===== src/rtl/adder_pkg.sv =====
// Shared types for the pipelined add/subtract unit: operation encoding,
// per-stage control bookkeeping and the stage-count helper.
package adder_pkg;

  typedef enum logic {OP_ADD, OP_SUB} adder_op_e;

  // Control that travels alongside each slice's data through the pipeline.
  typedef struct packed {
    logic      vld;
    logic      carry;
    adder_op_e op;
  } stage_ctl_t;

  function automatic int ceil_div(input int n, input int d);
    return (n + d - 1) / d;
  endfunction

endpackage


===== src/rtl/adder_slice.sv =====
// Combinational DATA_W-bit slice of the carry chain; also exposes the carry
// into its top bit so the final slice can derive signed overflow.
module adder_slice #(
  parameter int DATA_W = 4
) (
  input  logic              cin,
  input  logic [DATA_W-1:0] a_s,
  input  logic [DATA_W-1:0] b_s,
  output logic [DATA_W-1:0] s,
  output logic              cout,
  output logic              c_into_msb
);

  logic [DATA_W:0] full;

  assign full       = {1'b0, a_s} + {1'b0, b_s} + {{DATA_W{1'b0}}, cin};
  assign s          = full[DATA_W-1:0];
  assign cout       = full[DATA_W];
  // Sum bit = a ^ b ^ carry-in, so the carry into the top bit falls out directly.
  assign c_into_msb = s[DATA_W-1] ^ a_s[DATA_W-1] ^ b_s[DATA_W-1];

endmodule


===== src/rtl/pipelined_nbit_adder.sv =====
// Pipelined WIDTH-bit add/subtract, one CHUNK-bit carry slice per stage, with a
// global valid/ready stall. Define ADDER_SATURATE_EN for unsigned clamping.
module pipelined_nbit_adder
  import adder_pkg::*;
#(
  parameter int WIDTH = 8,
  parameter int CHUNK = 4
) (
  input  logic             clk,
  input  logic             rst_n,
  input  logic             in_valid,
  output logic             in_ready,
  input  logic [WIDTH-1:0] a,
  input  logic [WIDTH-1:0] b,
  input  logic             op_sub,
  output logic             out_valid,
  input  logic             out_ready,
  output logic [WIDTH-1:0] sum,
  output logic             cout,
  output logic             ovf
);

  localparam int STAGES = ceil_div(WIDTH, CHUNK);
  localparam int LAST   = STAGES - 1;

  logic adv;

  assign adv      = !out_valid || out_ready;
  assign in_ready = adv;

`ifdef ADDER_SATURATE_EN
  function automatic logic [WIDTH-1:0] sat_clamp(input logic [WIDTH-1:0] raw,
                                                 input logic cy, input adder_op_e op);
    if (op == OP_ADD && cy)  return '1;
    if (op == OP_SUB && !cy) return '0;
    return raw;
  endfunction
`endif

  for (genvar k = 0; k < STAGES; k++) begin : g_stage
    localparam int LO = k * CHUNK;
    localparam int RW = WIDTH - LO;
    localparam int SW = (RW < CHUNK) ? RW : CHUNK;
    localparam int HI = LO + SW;

    // Operand bits not yet added, carry/op/valid, and the result so far.
    logic [RW-1:0] src_a;
    logic [RW-1:0] src_bx;
    stage_ctl_t    src_ctl;
    logic [SW-1:0] s_w;
    logic          c_w;
    logic          cmsb_w;
    logic [HI-1:0] sum_nxt;

    if (k == 0) begin : g_first
      assign src_a   = a;
      assign src_bx  = op_sub ? ~b : b;
      assign src_ctl = '{vld: in_valid, carry: op_sub, op: adder_op_e'(op_sub)};
      assign sum_nxt = s_w;
    end else begin : g_next
      assign src_a   = g_stage[k-1].g_mid.a_p;
      assign src_bx  = g_stage[k-1].g_mid.bx_p;
      assign src_ctl = g_stage[k-1].g_mid.ctl_p;
      assign sum_nxt = {s_w, g_stage[k-1].g_mid.s_p};
    end

    adder_slice #(.DATA_W(SW)) u_slice (
      .cin        (src_ctl.carry),
      .a_s        (src_a[SW-1:0]),
      .b_s        (src_bx[SW-1:0]),
      .s          (s_w),
      .cout       (c_w),
      .c_into_msb (cmsb_w)
    );

    if (k < LAST) begin : g_mid
      // ---- stage k register: skewed upper operand bits + partial sum ----
      logic [RW-SW-1:0] a_p;
      logic [RW-SW-1:0] bx_p;
      logic [HI-1:0]    s_p;
      stage_ctl_t       ctl_p;

      always_ff @(posedge clk) begin
        if (!rst_n)   ctl_p.vld <= 1'b0;
        else if (adv) ctl_p.vld <= src_ctl.vld;
        if (adv) begin
          ctl_p.carry <= c_w;
          ctl_p.op    <= src_ctl.op;
          a_p         <= src_a[RW-1:SW];
          bx_p        <= src_bx[RW-1:SW];
          s_p         <= sum_nxt;
        end
      end
    end else begin : g_last
      logic [WIDTH-1:0] sum_fin;

`ifdef ADDER_SATURATE_EN
      assign sum_fin = sat_clamp(sum_nxt, c_w, src_ctl.op);
`else
      logic unused_op;
      assign sum_fin   = sum_nxt;
      assign unused_op = (src_ctl.op == OP_SUB);
`endif

      // ---- final stage register: result and flags ----
      always_ff @(posedge clk) begin
        if (!rst_n) begin
          out_valid <= 1'b0;
          sum       <= '0;
          cout      <= 1'b0;
          ovf       <= 1'b0;
        end else if (adv) begin
          out_valid <= src_ctl.vld;
          sum       <= sum_fin;
          cout      <= c_w;
          ovf       <= c_w ^ cmsb_w;
        end
      end
    end
  end

endmodule


===== config.mk =====
export PLATFORM = sky130hd
export DESIGN_NAME = pipelined_nbit_adder
export DESIGN_NICKNAME = d
export VERILOG_FILES = /design/src/rtl/adder_pkg.sv /design/src/rtl/adder_slice.sv /design/src/rtl/pipelined_nbit_adder.sv
export SDC_FILE = /design/constraint.sdc
export NUM_CORES = 1
export LEC_CHECK = 0
export BUFFER_PORTS_ARGS = -buffer_cell sky130_fd_sc_hd__buf_4
export CAP_MARGIN = 20
export CORE_MARGIN = 1.5
export CORE_UTILIZATION = 40
export DETAILED_ROUTE_END_ITERATION = 7
export GPL_ROUTABILITY_DRIVEN = 0
export GPL_TIMING_DRIVEN = 0
export PLACE_DENSITY = 0.75
export SLEW_MARGIN = 40
export SYNTH_ARGS = -nofsm -noshare
export SYNTH_HDL_FRONTEND = slang
export SYNTH_HIERARCHICAL = 1
export SYNTH_SLANG_ARGS = --single-unit

===== constraint.sdc =====
create_clock -name clk -period 2 [get_ports clk]
set_input_delay 0.2 -clock clk [delete_from_list [all_inputs] [get_ports clk]]
set_output_delay 0.2 -clock clk [all_outputs]
set_load 0.05 [all_outputs]

======== After elaboration in Yosys (flattened, before gate mapping) ========
Cells that the tools add are included.
storage, ports and cells
  bits in registers ....................... 25
  logic and storage cells ................. 20
cells by class
  add/subtract/negate cells ............... 4
  mux-type cells .......................... 1
  bitwise gates (word level) .............. 4
  reduce and logical (&&, ||, !) cells .... 2
operators with widths
  kind                  count
  adder 4 x 4 -> 5 bit  2
  adder 5 x 1 -> 5 bit  2
  two-way mux 8 bit     1
  NOT 8 bit             1
  XOR 1 bit             3
  zero test 1 bit       1
  logical OR 1 bit      1

======== Logic depth before layout (Yosys ltp) ========
Gate-level depths: netlist (run 1).
  depth in word-level cells ............... 5
  gate-level depth with buffers ........... 8

======== Cells and area by module ========
The synthesis (run 1) kept the hierarchy.
modules (own cells, without submodules)
  module                times used  cells each  area each (µm²)
  pipelined_nbit_adder  1           73          952.2
  adder_slice           2           19          177.7

======== Worst setup path before layout (run 1) ========
OpenSTA, ideal clock, no wires.
  kind .................................... register to register
  from .................................... register g_stage[0].g_mid.ctl_p[1] (netlist name)
  to ...................................... register ovf
  setup time .............................. 129 ps
  arrival ................................. 1548 ps
  data required time ...................... 1871 ps
  slack ................................... 323 ps
  cell stages (with the launch flop) ...... 9
  clock period less this slack ............ 1677 ps
  cell sequence ........................... edfxtp_1 -> fa_1 -> inv_1 -> fa_1 -> nor2b_1 -> o21ai_0 -> nand2b_1 -> xnor2_1 -> a21oi_1
between the ends
  elaborated cells between the ends (all ways) .. 4
  classes of those cells .................. add/sub: 1; bitwise: 3
RTL lines
  element                   RTL line                     source
  start: declaration        pipelined_nbit_adder.sv:81   stage_ctl_t ctl_p;
  adder 5 x 1 -> 5 bit      adder_slice.sv:16            assign full = {1'b0, a_s} + {1'b0, b_s} + {{DATA_W{1'b0}}, cin};
  named net g_stage[1].c_w  pipelined_nbit_adder.sv:51   logic c_w;
  XOR 1 bit                 pipelined_nbit_adder.sv:116  ovf <= c_w ^ cmsb_w;
  end signal: assignment    pipelined_nbit_adder.sv:116
  end: declaration          pipelined_nbit_adder.sv:20   output logic ovf
The timed path passes the listed nets, and every way through them passes these cells.
A chain may end at the register's enable or synchronous reset.

======== Worst setup path in the final report (run 1) ========
Same ends and word-level chain as after synthesis.

==> results.md, run 1 <==
* CTS H-tree lvls at 1
* RSZ-0062 raised after global routing: no
* Comb power frac at 0.367
* Hold Worst Slack at 0.0566 ns
* YS warnings at 6
* CTS buffer count at 3
* DR pass1 iterations at 3
* Mapped Cells at 108
* DIE AREA at 3550 um^2
* F_max at 545 MHz
* Final setup TNS at 0 ns
* Worst stage delay on the critical path at roughly 0.44 ns
* Routed len/inst at 10.2 um
* Root Buffer: clkbuf_4
* Total GRT Usage at 0.123
* Worst Tran Pin Value at approximately 0.35 ns
* Core area at a little over 3000 um^2
* Ant diodes at 0
* Layout Nets at 176
* CP max stage cell: fa_1
* CP Data Required Time at 2.21 ns
* Switching power at 0.486 mW
* Initial drt markers at 12
* Switching part of the total power at 0.346
* Final min period at 1.84 ns
* Layout fillers at 287
* Synth Net Count at 139
* Post CTS Setup Buffer Count at 0
* CP dominant cell by count: fa_1
* Routed wire length at about 1900 um
* Reg power frac at 0.478
* DR DRC count at 0
* Number of global-route vias before repair at about 800
* Final setup fails at 0
* Fin. Hold Viols at 0
* Congestion Overflow GR at 0
* Final slew viol count at 0
* Worst path top cell family by delay: adder cells
* Kind of critical path: register to register
* Die width at approximately 60 um
* Clk sinks at 25
* CTS hold repair buffers at 0
* Max clock buf depth at 2
* Share of layout cells above drive strength 1 at 0.354
* Die Ht at roughly 60 um
* Startpoint types: register
* CP arrival at 2.04 ns
* Area of the mapped netlist at approximately 1300 um^2
* Row count at 20
* Int Pwr at about 0.92 mW
* Port bufs at 32
* Status: completed
* Leakage at about 0.7 nW
* Slew margin rel. at 0.766
* Worst min path class: input pin to register
* Crit path max fanout at 2
* Worst path cell trace: fa_1, inv_1, fa_1, nor2b_1, o21ai_0, nand2b_1, xnor2_1, a21oi_1
* Pwr Density at around 880 nW/um^2
* Clock slew at reported path FFs at 0.13 ns
* Vias at 819
* Global-route wire length before repair at 3340 um
* Largest net degree at the start of global routing at 24
* Maxcap violations at 0
* DP Wirelength at 1540 um
* Clk network pwr share at 0.155
* Setup Skew at 0.00101 ns
* Tcrit/Tclk final at 0.918
* # IOs at 33
* Initial antenna violation count at 0
* TritonCTS clock tree: done
* Worst path bufs/invs at 1
* P&R area growth vs syn at 25.2%
* Via-per-instance ratio at 4.36
* Syn Area/Cell at roughly 12 um^2
* Post_cts resized at 0
* Worst VDD drop at 0.357 mV
* Routed Antenna Nets at 0
* Critical Path Sink Type: register
* Clock Latency Late Sink at ~0.31 ns
* Initial cell density of the core at 0.420
-- worst register-to-register path, cell delays in order, from the launching register on --
cell and delay (ns):
edfxtp_1 0.42, fa_1 0.44, inv_1 0.08, fa_1 0.20
nor2b_1 0.05, o21ai_0 0.18, nand2b_1 0.12, xnor2_1 0.17
a21oi_1 0.08
-- sequential cells by signal, summed over array words and instances (netlist names) --
signal	count
sum	8
g_stage.g_mid.bx_p	4
g_stage.g_mid.a_p	4
out_valid	1
cout	1
ovf	1
g_stage.g_mid.ctl_p	2
g_stage.g_mid.s_p	4
-- layout by cell type, fill, tap and decap left out, drive strengths merged, types with 2 or more instances in the layout --
cell	instances
dfxtp	12
a21o	2
o21ai	3
nand2	20
nand2b	2
a21boi	10
xor2	8
clkbuf	4
buf	35
a21oi	3
fa	4
inv	9
edfxtp	13
xnor2	8
ha	6
nor2b	3
-- per-stage QoR --
stage	std cells	setup WS (ns)	util	cell area, um^2	total power [mW]
after global placement	184	0.119	0.516	1580	1.19
after detailed placement	184	0.103	0.516	1580	1.21
final	188	0.165	0.525	1600	1.40
after floorplan	108	0.323	-	1280	1.06
after CTS	188	0.118	0.525	1600	1.43
after global routing	188	0.00328	0.525	1600	1.49
-- path summary, 6_finish.rpt --
| path | to | start | slack (ns) | depth (start not counted) |
|---|---|---|---|---|
| max | ovf$_SDFFE_PN0P_ | g_stage[0].g_mid.ctl_p[1]$_DFFE_PP_ | 0.16 | 8 |
| min | g_stage[0].g_mid.a_p[1]$_DFFE_PP_ | a[5] | 0.06 | 1 |
| max reg2reg | ovf$_SDFFE_PN0P_ | g_stage[0].g_mid.ctl_p[1]$_DFFE_PP_ | 0.16 | 8 |
| min reg2reg | sum[7]$_SDFFE_PN0P_ | sum[7]$_SDFFE_PN0P_ | 0.47 | 2 |
-- power groups by stage --
stage | Clock [mW] | Combinational (mW) | Sequential [mW]
global route | 0.246 | 0.565 | 0.681
floorplan | 0 | 0.240 | 0.822
CTS | 0.232 | 0.523 | 0.673
global placement | 0 | 0.510 | 0.681
detailed placement | 0 | 0.521 | 0.686
finish | 0.218 | 0.516 | 0.671
-- cell type report --
cell class / count / area (um^2) / area share
repair buffers: 32 / 240 / 0.150
plain buffers: 4 / 27.5 / 0.0172
clock buffers: 3 / 22.5 / 0.0140
inverters: 9 / 33.8 / 0.0211
multi-input cells: 70 / 589 / 0.367
flip-flops and latches: 25 / 631 / 0.393
clock inverters: 1 / 5.00 / 0.00312
well taps: 44 / 55.1 / 0.0343
-- layer usage --
metal	part of all wire	track usage	wire [um]
met1	0.46	0.156	877
met2	0.49	0.210	942
met3	0.041	0.0131	78
met4	0.014	0.0571	27
met5	0	0	0
No activity file was read; power rests on OpenSTA's default activity.
==> run 2: changes to the inputs <==
--- a/config.mk
+++ b/config.mk
@@ -8,11 +8,11 @@
 export BUFFER_PORTS_ARGS = -buffer_cell sky130_fd_sc_hd__buf_4
 export CAP_MARGIN = 20
 export CORE_MARGIN = 1.5
-export CORE_UTILIZATION = 40
+export CORE_UTILIZATION = 52
 export DETAILED_ROUTE_END_ITERATION = 7
 export GPL_ROUTABILITY_DRIVEN = 0
 export GPL_TIMING_DRIVEN = 0
-export PLACE_DENSITY = 0.75
+export PLACE_DENSITY = 0.9
 export SLEW_MARGIN = 40
 export SYNTH_ARGS = -nofsm -noshare
 export SYNTH_HDL_FRONTEND = slang
==> results.md, run 2 (synthesized netlist as in run 1, its figures left out) <==
* Status: completed (unchanged)
* Crit path max fanout at 2 (unchanged)
* CP Data Required Time at 2.21 ns (about the same)
* Fin. Hold Viols at 0 (unchanged)
* DR pass1 iterations at 4 (was 3)
* F_max at 559 MHz (was 545 MHz)
* Port bufs at 32 (unchanged)
* CP max stage cell: fa_1 (unchanged)
* Row count at 17 (was 20)
* Kind of critical path: register to register (unchanged)
* Pwr Density at 886 nW/um^2 (was 876 nW/um^2)
* Clk sinks at 25 (unchanged)
* Die Ht at 52.6 um (was 59.6 um)
* DIE AREA at 2770 um^2 (was 3550 um^2)
* Final min period at 1.79 ns (was 1.84 ns)
* Critical Path Sink Type: register (unchanged)
* Clock Latency Late Sink at 0.31 ns (about the same)
* Worst path cell trace: fa_1, inv_1, fa_1, nor2b_1, o21ai_0, nand2b_1, xnor2_1, a21oi_1 (unchanged)
* Maxcap violations at 0 (unchanged)
* Worst Tran Pin Value at 0.347 ns (was 0.351 ns)
* DP Wirelength at 1550 um (was 1540 um)
* RSZ-0062 raised after global routing: no (unchanged)
* Biggest register: sum (unchanged)
* Leakage at 0.715 nW (unchanged)
* Final setup fails at 0 (unchanged)
* Share of layout cells above drive strength 1 at 0.354 (unchanged)
* DR DRC count at 0 (unchanged)
* Worst stage delay on the critical path at 0.45 ns (was 0.44 ns)
* Post CTS Setup Buffer Count at 0 (unchanged)
* CP dominant cell by count: fa_1 (unchanged)
* Final slew viol count at 0 (unchanged)
* Initial antenna violation count at 0 (unchanged)
* Initial drt markers at 5 (was 12)
* Vias at 814 (was 819)
* Largest net degree at the start of global routing at 24 (unchanged)
* Worst min path class: input pin to register (unchanged)
* Global-route wire length before repair at 3340 um (unchanged)
* Core area at 2280 um^2 (was 3050 um^2)
* Commonest non-fill, non-tap cell in the layout: buf_4 (unchanged)
* Tcrit/Tclk final at 0.895 (was 0.918)
* Most frequent cells in the layout: 33 x buf_4, 20 x nand2_1, 13 x edfxtp_1 (unchanged)
* TritonCTS clock tree: done (unchanged)
* Root Buffer: clkbuf_4 (unchanged)
* Worst path top cell family by delay: adder cells (unchanged)
* Congestion Overflow GR at 0 (unchanged)
* Setup Skew at 0.00496 ns (was 0.00101 ns)
* Routed Antenna Nets at 0 (unchanged)
* Via-per-instance ratio at 4.73 (was 4.36)
* Layout Nets at 176 (unchanged)
* Startpoint types: register (unchanged)
* # IOs at 33 (unchanged)
* Final setup TNS at 0 ns (unchanged)
* Initial cell density of the core at 0.563 (was 0.420)
* Total Power Consumption at 1.40 mW (about the same)
* Max reg flops at 8 (unchanged)
* P&R area growth vs syn at 23.6% (was 25.2%)
* Slew margin rel. at 0.768 (was 0.766)
* Post_cts resized at 0 (unchanged)
* Number of global-route vias before repair at 818 (was 809)
* Routed wire length at 1910 um (was 1930 um)
* Total GRT Usage at 0.167 (was 0.123)
* CTS H-tree lvls at 1 (unchanged)
* Worst VDD drop at 0.622 mV (was 0.357 mV)
* Ant diodes at 0 (unchanged)
* CTS hold repair buffers at 0 (unchanged)
* CP arrival at 2.00 ns (was 2.04 ns)
* Worst path bufs/invs at 1 (unchanged)
* Die width at 52.6 um (was 59.6 um)
* Max clock buf depth at 2 (unchanged)
* Routed len/inst at 11.1 um (was 10.2 um)
* CTS buffer count at 3 (unchanged)
* Clock slew at reported path FFs at 0.13 ns (about the same)
## run 2: cell counts in the layout (fill, tap and decap cells not counted)
Identical to the previous run, type by type.
## run 2: power by group
part | switching, mW | internal, mW | leakage, nW
Combinational | 0.304 | 0.213 | 0.461
Sequential | 0.0390 | 0.632 | 0.236
Clock | 0.141 | 0.0748 | 0.0177
Total | 0.483 | 0.920 | 0.715
## run 2: through the flow
stage | hold WS, ns | area (um^2) | util | std cells | setup slack, ns
2_1_floorplan | 0.299 | 1280 | - | 108 | 0.323
3_3_place_gp | 0.378 | 1560 | 0.684 | 168 | 0.133
3_5_place_dp | 0.380 | 1560 | 0.684 | 168 | 0.102
4_1_cts | 0.0445 | 1580 | 0.696 | 172 | 0.198
5_1_grt | 0.0325 | 1580 | 0.696 | 172 | 0.0314
6_report | 0.0564 | 1580 | 0.696 | 172 | 0.210
## run 2: worst paths after layout
| path | cells past startpoint | slack (ns) | end | startpoint |
|---|---|---|---|---|
| setup / recovery | 8 | 0.21 | ovf$_SDFFE_PN0P_ | g_stage[0].g_mid.ctl_p[1]$_DFFE_PP_ |
| hold / removal | 1 | 0.06 | g_stage[0].g_mid.a_p[2]$_DFFE_PP_ | a[6] |
| setup reg to reg | 8 | 0.21 | ovf$_SDFFE_PN0P_ | g_stage[0].g_mid.ctl_p[1]$_DFFE_PP_ |
| hold reg to reg | 2 | 0.47 | sum[5]$_SDFFE_PN0P_ | sum[5]$_SDFFE_PN0P_ |
## run 2: cell type report
cell class	count	area, um^2
clock inverter	1	5.00
tap	28	35.0
inverter	9	33.8
fill	171	692
clock buffer	3	22.5
multi-input combinational	70	589
timing repair buffer	32	240
buffer	4	27.5
sequential	25	631
## run 2: layer usage
layer	global-route usage	routed length, um	vias to the layer above
li1	-	-	423
met1	0.186	791	362
met2	0.296	991	25
met3	0.0171	74	4
met4	0.115	50	0
met5	0	0	-
==> run 3: changes to the inputs <==
--- a/config.mk
+++ b/config.mk
@@ -5,6 +5,7 @@
 export SDC_FILE = /design/constraint.sdc
 export NUM_CORES = 1
 export LEC_CHECK = 0
+export ABC_AREA = 1
 export BUFFER_PORTS_ARGS = -buffer_cell sky130_fd_sc_hd__buf_4
 export CAP_MARGIN = 20
 export CORE_MARGIN = 1.5
==> results.md, run 3 <==
* Status: completed (unchanged)
* Congestion Overflow GR at 0 (unchanged)
* Tcrit/Tclk final at 0.941 (was 0.895)
* Ant diodes at 0 (unchanged)
* Critical Path Sink Type: register (unchanged)
* Setup Skew at 0.00221 ns (was 0.00496 ns)
* Hold Worst Slack at 0.0437 ns (was 0.0564 ns)
* Routed len/inst at 11.4 um (was 11.1 um)
* Most frequent cells in the layout: 32 x buf_4, 22 x nor2_1, 18 x inv_1 (was 33 x buf_4, 20 x nand2_1, 13 x edfxtp_1)
* Share of layout cells above drive strength 1 at 0.273 (was 0.354)
* Setup ws final at 0.118 ns (was 0.210 ns)
* Clock Latency Late Sink at 0.32 ns (was 0.31 ns)
* GRT busiest layer: met2 (unchanged)
* GRT met3 Usage at 0.0254 (was 0.0171)
* Total GRT Usage at 0.195 (was 0.167)
* Layout fillers at 198 (was 171)
* Core area at 2430 um^2 (was 2280 um^2)
* CP arrival at 2.12 ns (was 2.00 ns)
* DR DRC count at 0 (unchanged)
* Worst path cell trace: fa_1, inv_1, fa_1, o31ai_4, inv_1, nand2_1, nand2_1, nor2_1, nor2_1 (was fa_1, inv_1, fa_1, nor2b_1, o21ai_0, nand2b_1, xnor2_1, a21oi_1)
* Global-route wire length before repair at 4000 um (was 3340 um)
* Row count at 18 (was 17)
* Layout Nets at 204 (was 176)
* Final min period at 1.88 ns (was 1.79 ns)
* Die width at 53.4 um (was 52.6 um)
* CP max stage cell: fa_1 (unchanged)
* Clk sinks at 25 (unchanged)
* Root Buffer: clkbuf_4 (unchanged)
* Routed wire length at 2300 um (was 1910 um)
* Initial antenna violation count at 0 (unchanged)
* CTS H-tree lvls at 1 (unchanged)
* TritonCTS clock tree: done (unchanged)
* Mapped Cells at 136 (was 108)
* Maxcap violations at 0 (unchanged)
* # IOs at 33 (unchanged)
* Initial cell density of the core at 0.543 (was 0.563)
* Final setup fails at 0 (unchanged)
* Commonest non-fill, non-tap cell in the layout: buf_4 (unchanged)
* DP Wirelength at 1810 um (was 1550 um)
* Initial drt markers at 22 (was 5)
* RSZ-0062 raised after global routing: no (unchanged)
* Cell Area, Placed at 1600 um^2 (was 1560 um^2)
* DR pass1 iterations at 4 (unchanged)
* Area of the mapped netlist at 1320 um^2 (was 1280 um^2)
* CP Data Required Time at 2.24 ns (was 2.21 ns)
* Max reg flops at 8 (unchanged)
* YS warnings at 6 (unchanged)
* Pre-CTS setup slack at -0.00741 ns (was 0.102 ns)
* Port bufs at 32 (unchanged)
* P&R area growth vs syn at 24.3% (was 23.6%)
* Via-per-instance ratio at 5.11 (was 4.73)
* Clock slew at reported path FFs at 0.14 ns (was 0.13 ns)
* Worst stage delay on the critical path at 0.44 ns (was 0.45 ns)
* F_max at 531 MHz (was 559 MHz)
* Met2 global-route usage at 0.360 (was 0.296)
* Total Power Consumption at 1.43 mW (was 1.40 mW)
* Worst Tran Pin Value at 0.257 ns (was 0.347 ns)
* Syn Area/Cell at 9.71 um^2 (was 11.9 um^2)
* Biggest register: sum (unchanged)
* Number of global-route vias before repair at 1015 (was 818)
* Worst VDD drop at 0.464 mV (was 0.622 mV)
* Max clock buf depth at 2 (unchanged)
* Fin. Hold Viols at 0 (unchanged)
* Largest net degree at the start of global routing at 24 (unchanged)
* Pwr Density at 873 nW/um^2 (was 886 nW/um^2)
* Startpoint types: register (unchanged)
* Met1 Resource Use GR at 0.212 (was 0.186)
* Slew margin rel. at 0.829 (was 0.768)
* Routed Antenna Nets at 0 (unchanged)
* Vias at 1032 (was 814)
* Die Ht at 53.4 um (was 52.6 um)
* Final setup TNS at 0 ns (unchanged)
* Final slew viol count at 0 (unchanged)
* Crit path max fanout at 3 (was 2)
* Synth Net Count at 167 (was 139)
* DIE AREA at 2850 um^2 (was 2770 um^2)
* Kind of critical path: register to register (unchanged)
* Worst min path class: input pin to register (unchanged)
* Leakage at 0.786 nW (was 0.715 nW)
* Post-route cell area at 1640 um^2 (was 1580 um^2)
* CTS buffer count at 3 (unchanged)
run 3: worst paths after layout:
kind,cells past startpoint,from,slack [ns],end
max,9,g_stage[0].g_mid.ctl_p[1]$_DFFE_PP_,0.12,ovf$_SDFFE_PN0P_
min,1,a[7],0.04,g_stage[0].g_mid.a_p[3]$_DFFE_PP_
max reg2reg,9,g_stage[0].g_mid.ctl_p[1]$_DFFE_PP_,0.12,ovf$_SDFFE_PN0P_
min reg2reg,2,g_stage[0].g_mid.ctl_p[2]$_SDFFE_PN0P_,0.48,out_valid$_SDFFE_PN0P_
run 3: layer usage:
| layer | part of all wire | vias up | wire length (um) |
|---|---|---|---|
| met5 | 0 | - | 0 |
| met2 | 0.54 | 41 | 1250 |
| met1 | 0.38 | 476 | 862 |
| met3 | 0.057 | 7 | 132 |
| met4 | 0.022 | 0 | 51 |
| li1 | - | 508 | - |
run 3: power by group:
group / switching [mW] / internal [mW] / leakage, nW / total, mW
Clock: 0.156 / 0.0780 / 0.0183 / 0.234
Combinational: 0.333 / 0.201 / 0.531 / 0.534
Sequential: 0.0351 / 0.628 / 0.236 / 0.663
run 3: worst max-delay path: cells and delay by family (launching register included):
family	cells	cell delay, ns
simple gates	4	0.28
flops	1	0.38
fa+ha+maj	2	0.67
compound gates	1	0.33
buf+inv	2	0.14
run 3: cell type report:
| type | count | area [um^2] | share of cell area |
|---|---|---|---|
| Multi-Input combinational cell | 88 | 601 | 0.366 |
| Tap cell | 30 | 37.5 | 0.0229 |
| Clock buffer | 3 | 22.5 | 0.0137 |
| Buffer | 3 | 27.5 | 0.0168 |
| Timing Repair Buffer | 32 | 240 | 0.146 |
| Sequential cell | 25 | 631 | 0.384 |
| Inverter | 20 | 75.1 | 0.0458 |
| Clock inverter | 1 | 6.26 | 0.00381 |
run 3: timing repair:
action,in CTS,in global routing
endpoints found under the hold margin,0,0
setup endpoints to repair,1,1
hold buffers,0,0
gates resized for setup,1,1
setup buffers,0,0
gates cloned,0,0
run 3: stage by stage:
| step | util | std cells |
|---|---|---|
| 5_1_grt | 0.674 | 202 |
| 3_5_place_dp | 0.657 | 198 |
| 3_3_place_gp | 0.657 | 198 |
| 2_1_floorplan | - | 136 |
| 6_report | 0.674 | 202 |
| 4_1_cts | 0.671 | 202 |
